File: config.mk
export PLATFORM = sky130hd
export DESIGN_NAME = updown_counter
export DESIGN_NICKNAME = d
export VERILOG_FILES = /design/src/rtl/count_pkg.sv /design/src/rtl/wrap_tracker.sv /design/src/rtl/updown_counter.sv
export SDC_FILE = /design/constraint.sdc
export NUM_CORES = 1
export LEC_CHECK = 0
export BUFFER_PORTS_ARGS = -buffer_cell sky130_fd_sc_hd__buf_2
export CAP_MARGIN = 0
export CORE_MARGIN = 8
export CORE_UTILIZATION = 55
export DETAILED_ROUTE_END_ITERATION = 7
export GPL_ROUTABILITY_DRIVEN = 0
export PLACE_DENSITY = 0.8
export SLEW_MARGIN = 25
export SYNTH_ARGS = -nofsm -noshare
export SYNTH_HDL_FRONTEND = slang
export SYNTH_SLANG_ARGS = --single-unit
File: constraint.sdc
create_clock -name clk -period 3.4 [get_ports clk]
set_clock_uncertainty 0.2 [all_clocks]
set_input_delay 0.68 -clock clk [delete_from_list [all_inputs] [get_ports clk]]
set_output_delay 0.68 -clock clk [all_outputs]
set_load 0.02 [all_outputs]
File: src/rtl/count_pkg.sv
`default_nettype none
// +------------------------------------------------------------------+
// | count_pkg : shared defaults, direction codes and types           |
// | Rev 1.0                                                          |
// +------------------------------------------------------------------+
package count_pkg;

  localparam int DEF_WIDTH  = 16;
  localparam int DEF_WRAP_W = 8;

  localparam logic MODE_UP   = 1'b1;
  localparam logic MODE_DOWN = 1'b0;

  typedef logic [DEF_WIDTH-1:0]  count_t;
  typedef logic [DEF_WRAP_W-1:0] wrap_t;

endpackage : count_pkg
`default_nettype wire

File: src/rtl/wrap_tracker.sv
`default_nettype none
// +------------------------------------------------------------------+
// | wrap_tracker : saturating wrap counter with sticky overflow flag |
// | Rev 1.0                                                          |
// +------------------------------------------------------------------+
module wrap_tracker #(
  parameter int WRAP_W = count_pkg::DEF_WRAP_W
) (
  input  logic              clk,
  input  logic              reset,
  input  logic              wrap_evt,
  input  logic              clr,
  output logic [WRAP_W-1:0] wrap_cnt,
  output logic              ovf_sticky
);

  localparam logic [WRAP_W-1:0] c_one = {{(WRAP_W-1){1'b0}}, 1'b1};
  localparam logic [WRAP_W-1:0] c_sat = {WRAP_W{1'b1}};

  logic [WRAP_W-1:0] r_wrap_cnt;
  logic              r_ovf;

  // A clear coincident with a wrap counts that wrap as the first one.
  always_ff @(posedge clk) begin
    if (reset) begin
      r_wrap_cnt <= '0;
      r_ovf      <= 1'b0;
    end else if (clr) begin
      r_wrap_cnt <= wrap_evt ? c_one : '0;
      r_ovf      <= 1'b0;
    end else if (wrap_evt) begin
      if (r_wrap_cnt == c_sat) begin
        r_ovf <= 1'b1;
      end else begin
        r_wrap_cnt <= r_wrap_cnt + c_one;
      end
    end
  end

  assign wrap_cnt   = r_wrap_cnt;
  assign ovf_sticky = r_ovf;

endmodule : wrap_tracker
`default_nettype wire

File: src/rtl/updown_counter.sv
`default_nettype none
// +------------------------------------------------------------------+
// | updown_counter : loadable up/down counter with wrap tracking     |
// | Rev 1.0                                                          |
// +------------------------------------------------------------------+
module updown_counter
  import count_pkg::*;
#(
  parameter int               WIDTH   = DEF_WIDTH,
  parameter logic [WIDTH-1:0] MAX_VAL = {WIDTH{1'b1}},
  parameter int               WRAP_W  = DEF_WRAP_W
) (
  input  logic              clk,
  input  logic              reset,
  input  logic [WIDTH-1:0]  data_in,
  input  logic              load,
  input  logic              mode,
  input  logic              en,
  input  logic              clr_flags,
  output logic [WIDTH-1:0]  data_out,
  output logic              tc,
  output logic [WRAP_W-1:0] wrap_cnt,
  output logic              ovf_sticky
);

  localparam logic [WIDTH-1:0] c_one = {{(WIDTH-1){1'b0}}, 1'b1};

  logic [WIDTH-1:0] r_count;
  logic             r_tc;

  logic             w_at_top;
  logic             w_at_bot;
  logic             w_wrap_evt;
  logic [WIDTH-1:0] w_load_val;
  logic [WIDTH-1:0] w_next_count;

  assign w_at_top   = (r_count == MAX_VAL);
  assign w_at_bot   = (r_count == '0);
  assign w_load_val = (data_in > MAX_VAL) ? MAX_VAL : data_in;

  // Load takes precedence, so a load on a boundary cycle never counts as a wrap.
  assign w_wrap_evt = !load && en && ((mode == MODE_UP) ? w_at_top : w_at_bot);

  always_comb begin
    w_next_count = r_count;
    if (load) begin
      w_next_count = w_load_val;
    end else if (en) begin
      if (mode == MODE_UP) begin
        w_next_count = w_at_top ? '0 : (r_count + c_one);
      end else begin
        w_next_count = w_at_bot ? MAX_VAL : (r_count - c_one);
      end
    end
  end

  always_ff @(posedge clk) begin
    if (reset) begin
      r_count <= '0;
      r_tc    <= 1'b0;
    end else begin
      r_count <= w_next_count;
      r_tc    <= w_wrap_evt;
    end
  end

  wrap_tracker #(
    .WRAP_W (WRAP_W)
  ) u_wrap_tracker (
    .clk        (clk),
    .reset      (reset),
    .wrap_evt   (w_wrap_evt),
    .clr        (clr_flags),
    .wrap_cnt   (wrap_cnt),
    .ovf_sticky (ovf_sticky)
  );

  assign data_out = r_count;
  assign tc       = r_tc;

endmodule : updown_counter
`default_nettype wire

# After elaboration in Yosys (flattened, before gate mapping)
# Index checks and enable logic that the tools add are counted.
# W data, S select, Z words.
[classes] order_cmp=1 muxes=11 n_addsub=3 n_reduce_logical=9 n_eq_ne=3
[op_table] cell="$mux W16" count=6
[op_table] cell="$mux W8" count=3
[op_table] cell="$add A16 B1 Y16 const B" count=1
[op_table] cell="$eq A16 B16 Y1 const B" count=1
[op_table] cell="$gt A16 B16 Y1 const B" count=1
[op_table] cell="$logic_not A16 Y1" count=1
[op_table] cell="$sub A16 B1 Y16 const B" count=1
[op_table] cell="$add A8 B1 Y8 const B" count=1
[op_table] cell="$eq A8 B8 Y1 const B" count=1
[op_table] cell="$reduce_and A2 Y1" count=2
[op_table] cell="$reduce_bool A2 Y1" count=2
[op_table] cell="$logic_and A1 B1 Y1" count=2
[op_table] cell="$mux W1" count=2
[op_table] cell="$ne A2 B2 Y1 const B" count=1
[op_table] cell="$reduce_or A2 Y1" count=1
[op_table] cell="$logic_not A1 Y1" count=1
[totals] wordCells=31 inputBits=22 output_inout_bits=26 ff_bits=26

# Logic depth before layout (Yosys ltp)
[depth] word_depth=5 mapped_depth=9

# By module
# Synthesis repeated with hierarchy kept, for this count alone.
[unflattened] hier_cells=288 area_unflattened_um2=2144.6
[modules_own_cells] module="updown_counter" area_per_inst_um2=1707.9 seq_area_each_um2=340.3 cells_per_inst=235 instances=1
[modules_own_cells] module="wrap_tracker" area_per_inst_um2=436.7 seq_area_each_um2=180.2 cells_per_inst=53 instances=1

# Least setup slack after synthesis
# No wires, ideal clock.
[synth_timing] path_type="register to register" startpoint="register r_count[0], in the netlist data_out[0]" endpoint="register r_count[4], in the netlist data_out[4]" required_time_ps=3105 n_path_buf=1 path_stages_with_launch=9 setup_slack_ps=909 setup_ps=95 arrival_ps=2195 cell_sequence="dfxtp_1 -> clkbuf_1 -> inv_1 -> ha_1 -> nor4b_1 -> and4_1 -> nor3_1 -> or4_1 -> a221oi_1"
[synth_via] elab_chain_len=5 word_cells_on_any_way=9 classes_between="add/sub (2); eq/ne (1); mux (5); reduce/logical (1)"
[synth_lines] element="start: declaration" line="updown_counter.sv:28" source="logic [WIDTH-1:0] r_count;"
[synth_lines] element="start signal: assignment" line="updown_counter.sv:62" source="r_count <= w_next_count;"
[synth_lines] element="$sub A16 B1 Y16 (tied with other cells)" line="updown_counter.sv:52" source="w_next_count = w_at_bot ? MAX_VAL : (r_count - c_one);"
[synth_lines] element="$mux W16 (on tied branches)" line="updown_counter.sv:52, updown_counter.sv:50"
[synth_lines] element="$mux W16 (*)" line="updown_counter.sv:49" source="if (mode == MODE_UP) begin"
[synth_lines] element="$mux W16 (*)" line="updown_counter.sv:48" source="end else if (en) begin"
[synth_lines] element="$mux W16 (*)" line="updown_counter.sv:46" source="if (load) begin"
# Every way passes the cells marked *; elsewhere a longest branch is shown, timed or not. The select of a mux whose other input is x is not followed.
# A chain may end at the register's enable or synchronous reset.

# Worst setup path in the final report
[layout_timing] startpoint="register r_count[0], in the netlist data_out[0]" endpoint="register u_wrap_tracker.r_wrap_cnt[5], in the netlist u_wrap_tracker.wrap_cnt[5]"
[layout_via] elab_chain_len=5 word_cells_on_any_way=6 classes_between="eq/ne (1); mux (1); reduce/logical (4)"
[layout_lines] element="$eq A16 B16 Y1 / $logic_not A16 Y1 (equally long branches)" line="updown_counter.sv:37, updown_counter.sv:38"
[layout_lines] element="$mux W1 (*)" line="updown_counter.sv:42" source="assign w_wrap_evt = !load && en && ((mode == MODE_UP) ? w_at_top : w_at_bot);"
[layout_lines] element="$logic_and A1 B1 Y1 (*)" line="updown_counter.sv:42"
[layout_lines] element="$reduce_bool A2 Y1 (no line) (*)"
[layout_lines] element="$reduce_and A2 Y1 (no line) (*)"
[layout_lines] element="end signal: assignment" line="wrap_tracker.sv:29" source="r_wrap_cnt <= wrap_evt ? c_one : '0;"
[layout_lines] element="end signal: assignment" line="wrap_tracker.sv:35" source="r_wrap_cnt <= r_wrap_cnt + c_one;"
[layout_lines] element="end: declaration" line="wrap_tracker.sv:20" source="logic [WRAP_W-1:0] r_wrap_cnt;"
# Every way passes the cells marked *; elsewhere a longest branch is shown, timed or not.

==> impl_metrics.env <==
export IMPL_wl_per_cell_um=18.8
export IMPL_grt_max_degree=28
export IMPL_fin_area_um2=2560
export IMPL_die_h_um=80.3
export IMPL_die_area_um2=6450
export IMPL_root_buffer="clkbuf_8"
export IMPL_netlist_area_um2=2280
export IMPL_drcViolationCount=0
export IMPL_synth_top_area_share_pct=22.9
export IMPL_grt_first_pass_wirelength_mm=12.1
export IMPL_nFillCells=400
export IMPL_fin_setup_tns_ps=0
export IMPL_vias_per_cell=6.87
export IMPL_finalPower_mw=0.888
export IMPL_yosysTopAreaCell="dfxtp_1"
export IMPL_fin_crit_sh_pct=79.9
export IMPL_arrival_ps=2740
export IMPL_post_cts_buffers=0
export IMPL_cts_num_sinks=26
export IMPL_worst_r2r_setup_slack_ps=680
export IMPL_placed_area_um2=2490
export IMPL_synth_area_leaders="dfxtp_1 (23%), a21oi_1 (5.7%), nand2_1 (4.1%)"
export IMPL_dp_cells=388
export IMPL_r2r_end="u_wrap_tracker.wrap_cnt[5]"
export IMPL_tightest_slew_ps=719
export IMPL_num_vias=2692
export IMPL_syn2layout_area_growth_pct=12.7
export IMPL_critPathKind="reg2reg"
export IMPL_insertion_delay_ps=290
export IMPL_path_cells="ha_1 > and4_1 > and4_1 > a22oi_2 > nor4_1 > mux2i_1"
export IMPL_ys_flop_type="dfxtp_1"
export IMPL_wirelength_mm=7.37
export IMPL_finalSetupViolCount=0
export IMPL_ios=48
export IMPL_hold_viol=0
export IMPL_crit_family="simple AND/OR/NAND/NOR gates"
export IMPL_synth_seq_cells=26
export IMPL_start_util_pct=56.9
export IMPL_cts_inserted_buffers=3
export IMPL_grt_use_total_pct=22.9
export IMPL_period_needed_ps=2720
export IMPL_cp_end_kind="flop"
export IMPL_leakagePower_nw=0.971
export IMPL_startpoint_type="flop"
export IMPL_worstReg2RegStart="data_out[0]"
export IMPL_required_ps=3420
export IMPL_clk_pin_slew_ps=110
export IMPL_hp_start="u_wrap_tracker.ovf_sticky"
export IMPL_ant_nets=0
export IMPL_slew_violations=0
export IMPL_avgSynthCellArea_um2=7.29
export IMPL_syn_inst=312
export IMPL_grt_setup_unrepaired="false"
export IMPL_yosysWarnings=0
export IMPL_yosysUniqueCellTypes=59
export IMPL_hold_end="u_wrap_tracker.ovf_sticky"
export IMPL_critical_path_max_stage_delay_ps=590
export IMPL_relSlewSlack_pct=51.7
export IMPL_drive_gt1_share_pct=19.9
export IMPL_fin_cells=392
export IMPL_port_buffers=47
export IMPL_diodes=0
export IMPL_dp_hpwl_mm=5.16
export IMPL_worst_hold_path_type="reg2reg"
export IMPL_first_global_vias=2468
export IMPL_synth_async_reset_ratio_pct=0
export IMPL_dr_pass1_iters=6
export IMPL_max_freq_mhz=368
export IMPL_vdd_drop_max_v=0.000181
export IMPL_cts_tree="built"
export IMPL_drt_initial_drc_count=329
export IMPL_whs_path_depth=2
export IMPL_rr_worst_depth=6
export IMPL_holdWs_ps=281
export IMPL_path_buf_inv=0
export IMPL_core_area_um2=4000
export IMPL_overflow=0
export IMPL_status="completed"
export IMPL_antenna_found_initial=0
export IMPL_rows=23
export IMPL_crit_slowest_cell="dfxtp_1"
export IMPL_cts_resized=0
export IMPL_synth_edf_count=0
export IMPL_powerDensity_nw_per_um2=346
export IMPL_syn_nets=338
export IMPL_cts_hold_buf=0
export IMPL_cp_common_cell="and4_1"
export IMPL_max_cap_viol_count=0
export IMPL_yosysSeqAreaShare_pct=22.9
export IMPL_die_w_um=80.3
export IMPL_htree_levels=1
export IMPL_fin_nets=369
export IMPL_crit_fanout=13
export IMPL_clockBufferDepth=2
[flip-flops by register name (all words and copies together) (netlist names)]
register	cells
data_out	16
u_wrap_tracker.wrap_cnt	8
tc	1
u_wrap_tracker.ovf_sticky	1
[report_power, final]
part	internal (mW)	switching, mW	leakage (nW)	total (mW)
sequential	0.319	0.0467	0.213	0.366
clock	0.158	0.116	0.0357	0.274
combinational	0.0978	0.150	0.722	0.248
total	0.575	0.313	0.971	0.888
[tightest hold or removal path, cell delays in order (launching register included)]
cell	delay, ps
dfxtp_1	340
a21oi_1	40
nor2_1	70
[final cells by class]
cell class / instances / area [um^2] / area share [%]
inverters: 13 / 48.8 / 1.90
clock inverters: 1 / 30.0 / 1.17
well taps: 50 / 62.6 / 2.44
repair buffers: 55 / 295 / 11.5
multi-input cells: 244 / 1570 / 61.1
clock buffers: 3 / 41.3 / 1.61
flip-flops and latches: 26 / 520 / 20.3
[stage by stage]
step | setup slack [ps] | utilization, %
2_1_floorplan | 909 | -
4_1_cts | 737 | 64.1
5_1_grt | 442 | 64.1
3_3_place_gp | 854 | 62.3
3_5_place_dp | 753 | 62.3
6_report | 684 | 64.1
[cell usage in the layout, fill, tap and decap left out, types with 3 or more instances in the layout]
master    Yosys  routed
nor3_1       12      12
mux2i_1       3       3
and4_1        9       9
o21a_1        4       4
ha_1          4       4
o21ai_0      17      17
nor2_1       14      14
a21oi_1      26      26
buf_4         0       8
o221ai_1      3       3
nand4_1      13      13
or4_1         7       7
o31ai_1       5       5
nor2b_1       4       4
a211oi_1      5       5
clkbuf_8      0       3
or3_1         3       3
and2_1        3       3
a31oi_1      10      10
dfxtp_1      26      26
nand2_1      25      25
o211ai_1      4       4
a221oi_1      3       3
nor4_1        7       7
nand3_1      18      18
inv_1        13      13
buf_2         7      47
o41ai_1       4       4
and3_1        4       4
[layer usage]
layer  GRT usage (%)  part of all wire (%)
met1            30.4                    41
met2            35.2                    45
met3            4.69                    11
met4            8.91                   3.0
met5               0                     0
[synth_stat cells, drive strengths merged, types with 7 or more instances]
| cell | count |
|---|---|
| dfxtp | 26 |
| nand2 | 25 |
| nand3 | 18 |
| clkbuf | 16 |
| or4 | 7 |
| nor4 | 10 |
| and4 | 10 |
| nor2 | 14 |
| a21oi | 26 |
| o21ai | 17 |
| buf | 13 |
| a31oi | 10 |
| nand4 | 13 |
| inv | 13 |
| nor3 | 13 |
[logic make-up (layout without fill, tap and decap cells)]
group / after synthesis / count (layout) / synth area share [%]
multiplexers: 3 / 3 / 1.32
AO/OA/AOI/OAI: 101 / 101 / 29.6
buffers and inverters: 42 / 72 / 8.30
flip-flops: 26 / 26 / 22.9
AND/OR/NAND/NOR: 133 / 133 / 34.5
adder cells (fa/ha/maj): 4 / 4 / 2.20
XOR/XNOR: 3 / 3 / 1.15
[worst max-delay path by stage]
stage                     start                         end  slack, ps  depth (start not counted)
detailed placement  data_out[0]  u_wrap_tracker.wrap_cnt[4]        750                          6
global placement    data_out[0]  u_wrap_tracker.wrap_cnt[3]        850                          6
floorplan           data_out[0]                 data_out[4]        910                          8
finish              data_out[0]  u_wrap_tracker.wrap_cnt[5]        680                          6
CTS                 data_out[0]  u_wrap_tracker.wrap_cnt[4]        740                          6
global route        data_out[0]  u_wrap_tracker.wrap_cnt[5]        440                          6
Power figures use the tool's default switching activity.
